### src/rtl/jtframe_hfir.sv
// ---------------------------------------------------------------------------
// jtframe_hfir -- parametrised horizontal FIR video filter
//
// Sits between the core colour mixer and the scan doubler / scaler. Each
// colour channel keeps an N-sample history of the incoming pixels. On every
// pxl_cen a serial multiply-accumulate runs over the N taps, one tap per clk,
// using one multiplier and one accumulator per channel. N+1 clk after the
// input strobe the scaled and saturated result appears on rgb_out together
// with a one-clk pxl_out strobe. Output sample k is centred on input sample
// k-(N-1)/2. HS/VS/LHBL are delayed by the same number of samples.
//
// Line edges are clamped so that blanked pixels never leak into the picture:
//   - first active sample after blank fills the whole history,
//   - during blank tap 0 repeats the last value instead of taking din.
//
// A pxl_cen that lands while the MAC is still running abandons the running
// computation (no strobe for it), starts the new one and sets the sticky ovr
// flag.
//
// Optional build macro: JTFRAME_HFIR_SHADOW_EN
//   defined   : coefficient writes go to a shadow bank, copied to the active
//               bank on the clk that sees a VS_in rising edge.
//   undefined : writes wait in a one-entry pending register and are applied
//               at the next pxl_cen, so coefficients never change mid-MAC.
//
// Ports
//   rst        in   asynchronous reset, active high
//   clk        in   system clock
//   pxl_cen    in   input sample strobe (>= N+1 clk apart)
//   enable     in   1 = filter, 0 = bypass (latched at pxl_cen)
//   rgb_in     in   CH*WIN packed pixel, channel 0 in the LSBs
//   HS_in      in   horizontal sync
//   VS_in      in   vertical sync
//   LHBL_in    in   horizontal blank, active low
//   coef_we    in   coefficient write strobe
//   coef_addr  in   tap index (values >= N are ignored)
//   coef_din   in   coefficient value (unsigned, WC bits)
//   pxl_out    out  output sample strobe, one clk wide
//   rgb_out    out  CH*WOUT filtered pixel
//   HS_out     out  aligned HS
//   VS_out     out  aligned VS
//   LHBL_out   out  aligned blank (0 after reset)
//   ovr        out  sticky overrun flag
// ---------------------------------------------------------------------------
module jtframe_hfir #(
  parameter int              WIN   = 4,
  parameter int              WOUT  = 6,
  parameter int              WC    = 5,
  parameter int              N     = 5,
  parameter int              CH    = 3,
  parameter logic [N*WC-1:0] COEFF = {5'd0, 5'd7, 5'd20, 5'd7, 5'd0}
) (
  input  logic                 rst,
  input  logic                 clk,
  input  logic                 pxl_cen,
  input  logic                 enable,
  input  logic [CH*WIN-1:0]    rgb_in,
  input  logic                 HS_in,
  input  logic                 VS_in,
  input  logic                 LHBL_in,
  input  logic                 coef_we,
  input  logic [$clog2(N)-1:0] coef_addr,
  input  logic [WC-1:0]        coef_din,
  output logic                 pxl_out,
  output logic [CH*WOUT-1:0]   rgb_out,
  output logic                 HS_out,
  output logic                 VS_out,
  output logic                 LHBL_out,
  output logic                 ovr
);

  // Accumulator cannot overflow: N * (2^WIN-1) * (2^WC-1) < 2^AW
  localparam int AW  = WIN + WC + $clog2(N) + 1;
  // Coefficients carry WC fractional bits; keep WOUT-WIN of them
  localparam int SH  = WC - (WOUT - WIN);
  localparam int D   = (N - 1) / 2;
  localparam int CW  = $clog2(N + 2);
  localparam int AAW = $clog2(N);
  localparam logic [CW-1:0] LAST = CW'(N + 1);

  // Scale the accumulator down to WOUT bits, clipping to all ones
  function automatic logic [WOUT-1:0] sat_f(input logic [AW-1:0] a);
    logic [AW-1:0] s;
    s = a >> SH;
    if ((s >> WOUT) != '0) return '1;
    return s[WOUT-1:0];
  endfunction

  // Widen by replicating the MSBs into the low bits (4'hF -> 6'h3F)
  function automatic logic [WOUT-1:0] ext_f(input logic [WIN-1:0] x);
    logic [WOUT-1:0] r;
    for (int j = 0; j < WOUT; j++) begin
      r[j] = x[WIN - 1 - ((WOUT - 1 - j) % WIN)];
    end
    return r;
  endfunction

  logic [WC-1:0]      coef_q   [N];
  logic [WIN-1:0]     hist_q   [CH][N];
  logic [WIN-1:0]     hist_d   [CH][N];
  logic [AW-1:0]      acc_q    [CH];
  logic [AW-1:0]      acc_d    [CH];
  logic [WIN-1:0]     hist_sel [CH];
  logic [WC+WIN-1:0]  prod     [CH];
  logic [WC-1:0]      coef_sel;
  logic [CW-1:0]      cnt_q;
  logic [CW-1:0]      tap_idx;
  logic               mac_busy;
  logic               en_q;
  logic               lhbl_prev_q;
  logic               ovr_q;
  logic               pxl_out_q;
  logic [CH*WOUT-1:0] rgb_out_q;
  logic               hs_out_q;
  logic               vs_out_q;
  logic               lhbl_out_q;
  // Bit 0 holds the newest sample's sync, bit D the one aligned with the
  // centre tap of the history.
  logic [D:0]         hs_sr_q;
  logic [D:0]         vs_sr_q;
  logic [D:0]         lhbl_sr_q;

  // cnt_q: 0 idle, 1..N accumulating tap cnt-1, N+1 result ready
  assign mac_busy = (cnt_q != '0) && (cnt_q != LAST);

  // History next state, with left/right line-edge clamping
  always_comb begin
    for (int c = 0; c < CH; c++) begin
      for (int i = 0; i < N; i++) begin
        hist_d[c][i] = hist_q[c][i];
      end
    end
    for (int c = 0; c < CH; c++) begin
      if (LHBL_in && !lhbl_prev_q) begin
        for (int i = 0; i < N; i++) begin
          hist_d[c][i] = rgb_in[c*WIN +: WIN];
        end
      end else begin
        hist_d[c][0] = LHBL_in ? rgb_in[c*WIN +: WIN] : hist_q[c][0];
        for (int i = 1; i < N; i++) begin
          hist_d[c][i] = hist_q[c][i-1];
        end
      end
    end
  end

  // Tap selection and one multiply-add per channel
  always_comb begin
    tap_idx  = cnt_q - CW'(1);
    coef_sel = '0;
    for (int c = 0; c < CH; c++) begin
      hist_sel[c] = '0;
    end
    for (int i = 0; i < N; i++) begin
      if (tap_idx == CW'(i)) begin
        coef_sel = coef_q[i];
        for (int c = 0; c < CH; c++) begin
          hist_sel[c] = hist_q[c][i];
        end
      end
    end
    for (int c = 0; c < CH; c++) begin
      prod[c]  = (WC+WIN)'(coef_sel) * (WC+WIN)'(hist_sel[c]);
      acc_d[c] = acc_q[c] + AW'(prod[c]);
    end
  end

  // MAC sequencing, output registers and sync alignment
  always_ff @(posedge clk or posedge rst) begin
    if (rst) begin
      cnt_q       <= '0;
      en_q        <= 1'b0;
      lhbl_prev_q <= 1'b0;
      ovr_q       <= 1'b0;
      pxl_out_q   <= 1'b0;
      rgb_out_q   <= '0;
      hs_out_q    <= 1'b0;
      vs_out_q    <= 1'b0;
      lhbl_out_q  <= 1'b0;
      hs_sr_q     <= '0;
      vs_sr_q     <= '0;
      lhbl_sr_q   <= '0;
      for (int c = 0; c < CH; c++) begin
        acc_q[c] <= '0;
        for (int i = 0; i < N; i++) begin
          hist_q[c][i] <= '0;
        end
      end
    end else begin
      pxl_out_q <= 1'b0;
      if (cnt_q == LAST) begin
        pxl_out_q  <= 1'b1;
        cnt_q      <= '0;
        hs_out_q   <= hs_sr_q[D];
        vs_out_q   <= vs_sr_q[D];
        lhbl_out_q <= lhbl_sr_q[D];
        for (int c = 0; c < CH; c++) begin
          rgb_out_q[c*WOUT +: WOUT] <= en_q ? sat_f(acc_q[c]) : ext_f(hist_q[c][D]);
        end
      end else if (cnt_q != '0) begin
        cnt_q <= cnt_q + CW'(1);
        for (int c = 0; c < CH; c++) begin
          acc_q[c] <= acc_d[c];
        end
      end
      // A new sample always wins; a still-running MAC is simply dropped.
      if (pxl_cen) begin
        if (mac_busy) ovr_q <= 1'b1;
        cnt_q       <= CW'(1);
        en_q        <= enable;
        lhbl_prev_q <= LHBL_in;
        hs_sr_q     <= {hs_sr_q[D-1:0], HS_in};
        vs_sr_q     <= {vs_sr_q[D-1:0], VS_in};
        lhbl_sr_q   <= {lhbl_sr_q[D-1:0], LHBL_in};
        for (int c = 0; c < CH; c++) begin
          acc_q[c] <= '0;
          for (int i = 0; i < N; i++) begin
            hist_q[c][i] <= hist_d[c][i];
          end
        end
      end
    end
  end

`ifdef JTFRAME_HFIR_SHADOW_EN
  logic [WC-1:0] shadow_q [N];
  logic          vs_prev_q;

  // Shadow bank; the active bank is refreshed once per frame at VS rise.
  // A write on the copy clk only reaches the shadow bank.
  always_ff @(posedge clk or posedge rst) begin
    if (rst) begin
      vs_prev_q <= 1'b0;
      for (int i = 0; i < N; i++) begin
        shadow_q[i] <= COEFF[i*WC +: WC];
        coef_q[i]   <= COEFF[i*WC +: WC];
      end
    end else begin
      vs_prev_q <= VS_in;
      if (VS_in && !vs_prev_q) begin
        for (int i = 0; i < N; i++) begin
          coef_q[i] <= shadow_q[i];
        end
      end
      if (coef_we) begin
        for (int i = 0; i < N; i++) begin
          if (coef_addr == AAW'(i)) shadow_q[i] <= coef_din;
        end
      end
    end
  end
`else
  logic           pend_vld_q;
  logic [AAW-1:0] pend_addr_q;
  logic [WC-1:0]  pend_val_q;
  logic           wr_ok;

  assign wr_ok = coef_we && (int'(coef_addr) < N);

  // One-entry pending write, applied at the sample boundary so that the
  // coefficients are stable for the whole MAC of a sample.
  always_ff @(posedge clk or posedge rst) begin
    if (rst) begin
      pend_vld_q  <= 1'b0;
      pend_addr_q <= '0;
      pend_val_q  <= '0;
      for (int i = 0; i < N; i++) begin
        coef_q[i] <= COEFF[i*WC +: WC];
      end
    end else begin
      if (pxl_cen && pend_vld_q) begin
        pend_vld_q <= 1'b0;
        for (int i = 0; i < N; i++) begin
          if (pend_addr_q == AAW'(i)) coef_q[i] <= pend_val_q;
        end
      end
      if (wr_ok) begin
        pend_vld_q  <= 1'b1;
        pend_addr_q <= coef_addr;
        pend_val_q  <= coef_din;
      end
    end
  end
`endif

  assign pxl_out  = pxl_out_q;
  assign rgb_out  = rgb_out_q;
  assign HS_out   = hs_out_q;
  assign VS_out   = vs_out_q;
  assign LHBL_out = lhbl_out_q;
  assign ovr      = ovr_q;

endmodule

### config.mk
export PLATFORM = sky130hd
export DESIGN_NAME = jtframe_hfir
export DESIGN_NICKNAME = d
export VERILOG_FILES = /design/src/rtl/jtframe_hfir.sv
export SDC_FILE = /design/constraint.sdc
export NUM_CORES = 1
export LEC_CHECK = 0
export CAP_MARGIN = 0
export CORE_AREA = 2 2 117 233
export CTS_CLUSTER_DIAMETER = 40
export DETAILED_ROUTE_END_ITERATION = 12
export DIE_AREA = 0 0 119 235
export DONT_BUFFER_PORTS = 1
export GPL_TIMING_DRIVEN = 0
export PLACE_DENSITY = 0.51
export SLEW_MARGIN = 10
export SYNTH_ARGS = -nofsm -noshare
export SYNTH_HDL_FRONTEND = slang
export SYNTH_SLANG_ARGS = --single-unit
### constraint.sdc
create_clock -name clk -period 9.7 [get_ports clk]
set_clock_uncertainty 0.2 [all_clocks]
set_input_delay 2.91 -clock clk [delete_from_list [all_inputs] [get_ports clk]]
set_output_delay 2.91 -clock clk [all_outputs]
set_load 0.01 [all_outputs]
==> metrics.txt <==
status=finished clean; Post-CTS Setup Inserts=0; vias=7,783; CP max FO=10; row count=84; crit path DAT=7.06 ns; R2R setup slack=2.77 ns; Critical Path Stages=18; cell repeated most along the worst path=fa_1; share of cells above drive strength 1=13.3%; Max Freq=0.144 GHz; first-pass GRT wire length=45,600 um; count of final setup violators=0; htree depth=4; CTS max path bufs=2; critical path required time=9.83 ns; largest net degree at the start of global routing=106; worst r2r dst=acc_q[11]; initial antenna violation count=0; Register Area=0.00424 mm^2; Placeable Area=0.0262 mm^2; initial drt markers=549; worst rel slew slack=30.9%; ranking of synthesized cells by area=dfrtp_1 39%, ha_1 7.0%, fa_1 7.0%, mux2_2 6.0%, a21oi_1 5.7%; # resized after CTS=0; dpl cell area=0.0108 mm^2; Post-synth EDFFs=0; final hold slack=0.268 ns; final instance area=0.0114 mm^2; WL final=28,900 um; number of CTS-inserted buffers=17; slowest CP cell=buf_1; first drt pass iteration count=5; CTS tree=yes; WL/cell=20.4 um; crit path time final=6.93 ns; RSZ-0062 raised after global routing=no; P_leak=5.16 nW; CP cell instances=buf_4 > clkbuf_1 > nor2_1 > ha_1 > clkbuf_1 > buf_1 > a22oi_1 > or2_2 > fa_1 > fa_1 > fa_1 > inv_1 > ha_1 > nor2b_1 > o31ai_1 > a21oi_1 > nor4b_1 > o41a_1; reg2reg start=cnt_q[0]; post-route setup slack=2.77 ns; number of global-route vias before repair=8,055; Post-synth top flop=dfrtp_1; final max-slew violation count=0; total of max-cap violations=0; Worst IR Drop VDD=0.174 mV; width of the chip=119 um; total design power=4.72 mW; Startpoint Class=register; RD Place Congestion=0.840; Synth area leader=dfrtp_1; Post-Route Setup TNS=0 ns; worst path bufs/invs=5; R2R cell count=18; Slew @ Worst Pin=1.03 ns; Max stage delay on crit path=0.56 ns; antenna viol nets, final=0; Worst-Skew Late Latency=0.45 ns; port buffer count=0; Worst Setup End Kind=register; ANT cells=0; commonest non-fill, non-tap cells in the layout=161 x dfrtp_1, 117 x a21oi_1, 115 x nor2_1; area of the multi-input gates=0.00547 mm^2; Detail Placement HPWL=22,100 um; yosys warns=0; Synth top area share=39.0%; Nets=1,184; All-Layer GR Usage=21.5%; Syn Area/Cell=9.91 um^2; Syn Inst Count=1,042; Net Count, Synth=1,164; I/O pin total=51; Reg clk slew, reported paths=0.07 ns; delay-heaviest family, CP=adder cells; crit share post-route=71.5%; crit path launch=cnt_q[0]; Placement Setup Slack=2.74 ns; ys async rst share=100%; sequential share of the synthesized area=41.0%; Filler cells=2,535; CTS sink cnt=169; post-synthesis cell area=0.0103 mm^2; clk root buf=clkbuf_16; DRC viols=0; Starting Density=39.5%; CP Class=reg -> reg; Via density=5.48; Area growth, synth to finish=10.1%; commonest non-fill, non-tap cell in the layout=dfrtp_1; overflow left after global routing=0; die area=0.0280 mm^2; Distinct cells, synth=66; Die Height=235 um; Synth Register Bits=169; Final Hold Fails=0; Critical Path Sink=acc_q[11]; HP Class=reg -> reg; cts hold-fix bufs=0; pwr/cell area=415 mW/mm^2
## registers in the layout, indices dropped and copies added (netlist names)
name / cells
ovr: 1
hs_sr_q: 3
acc_q: 39
vs_sr_q: 3
en_q: 1
cnt_q: 3
coef_q: 25
HS_out: 1
VS_out: 1
lhbl_sr_q: 3
LHBL_out: 1
pend_val_q: 5
hist_q: 60
pend_addr_q: 3
pend_vld_q: 1
rgb_out: 18
pxl_out: 1
## routing by layer
| metal | GRT usage, % | share of wire, % |
|---|---|---|
| met1 | 22.5 | 36 |
| met2 | 41.4 | 57 |
| met3 | 3.47 | 2.9 |
| met4 | 8.84 | 3.7 |
| met5 | 0 | 0 |
## synthesized netlist by cell type (4+ instances only)
cell type,count
a211oi_1,10
a21o_1,5
a21oi_1,117
a22o_1,6
a22oi_1,16
and2_1,12
buf_1,7
buf_2,6
clkbuf_1,35
dfrtp_1,161
dfstp_2,8
fa_1,36
ha_1,58
inv_1,104
mux2_2,55
mux4_2,16
nand2_1,62
nand3_1,12
nor2_1,115
nor2b_1,7
nor3_1,15
nor4_1,5
nor4b_1,5
o211ai_1,6
o21a_1,4
o21ai_0,38
o22ai_1,31
o32ai_1,4
or2_2,13
xor2_1,11
## area by class of cell
class | instances | area share (%)
buffer | 52 | 1.95
clock buffer | 18 | 3.77
clock inverter | 14 | 1.29
inverter | 106 | 3.56
multi-input combinational | 715 | 48.1
sequential | 169 | 37.3
tap | 344 | 3.78
timing repair buffer | 1 | 0.242
## worst reg2reg max path, stage by stage, from the launching register on
cell and delay [ns]:
dfrtp_1 0.34, buf_4 0.17, clkbuf_1 0.43, nor2_1 0.18
ha_1 0.34, clkbuf_1 0.43, buf_1 0.57, a22oi_1 0.38
or2_2 0.40, fa_1 0.52, fa_1 0.52, fa_1 0.51
inv_1 0.04, ha_1 0.33, nor2b_1 0.16, o31ai_1 0.51
a21oi_1 0.21, nor4b_1 0.19, o41a_1 0.40
## kinds of logic after synthesis
group	after synthesis	synth area share, %
AND/OR/NAND/NOR	269	12.3
XOR/XNOR	14	1.19
flip-flops	169	41.0
AO/OA/AOI/OAI	264	15.7
multiplexers	74	9.77
buffers and inverters	158	5.99
adder cells (fa/ha/maj)	94	14.0
## worst min path at each step
stage | startpoint | to | slack (ns) | cells past startpoint
3_3_place_gp | lhbl_sr_q[2] | LHBL_out | 0.25 | 2
4_1_cts | lhbl_sr_q[2] | LHBL_out | 0.27 | 2
2_1_floorplan | hs_sr_q[2] | HS_out | 0.23 | 2
6_report | lhbl_sr_q[2] | LHBL_out | 0.27 | 2
5_1_grt | coef_q[23] | coef_q[23] | 0.31 | 1
3_5_place_dp | lhbl_sr_q[2] | LHBL_out | 0.25 | 2
## power breakdown
group / switching (mW) / total (mW) / internal [mW] / leakage (nW)
combinational: 1.74 / 2.99 / 1.26 / 2.81
sequential: 0.135 / 1.04 / 0.903 / 2.07
clock: 0.311 / 0.692 / 0.381 / 0.283
total: 2.18 / 4.72 / 2.54 / 5.16
## per-stage QoR
stage	util, %	cells
2_1_floorplan	-	1042
3_3_place_gp	41.1	1386
3_5_place_dp	41.3	1387
4_1_cts	43.5	1419
5_1_grt	43.5	1419
6_report	43.5	1419
No activity file was read; power rests on OpenSTA's default activity.
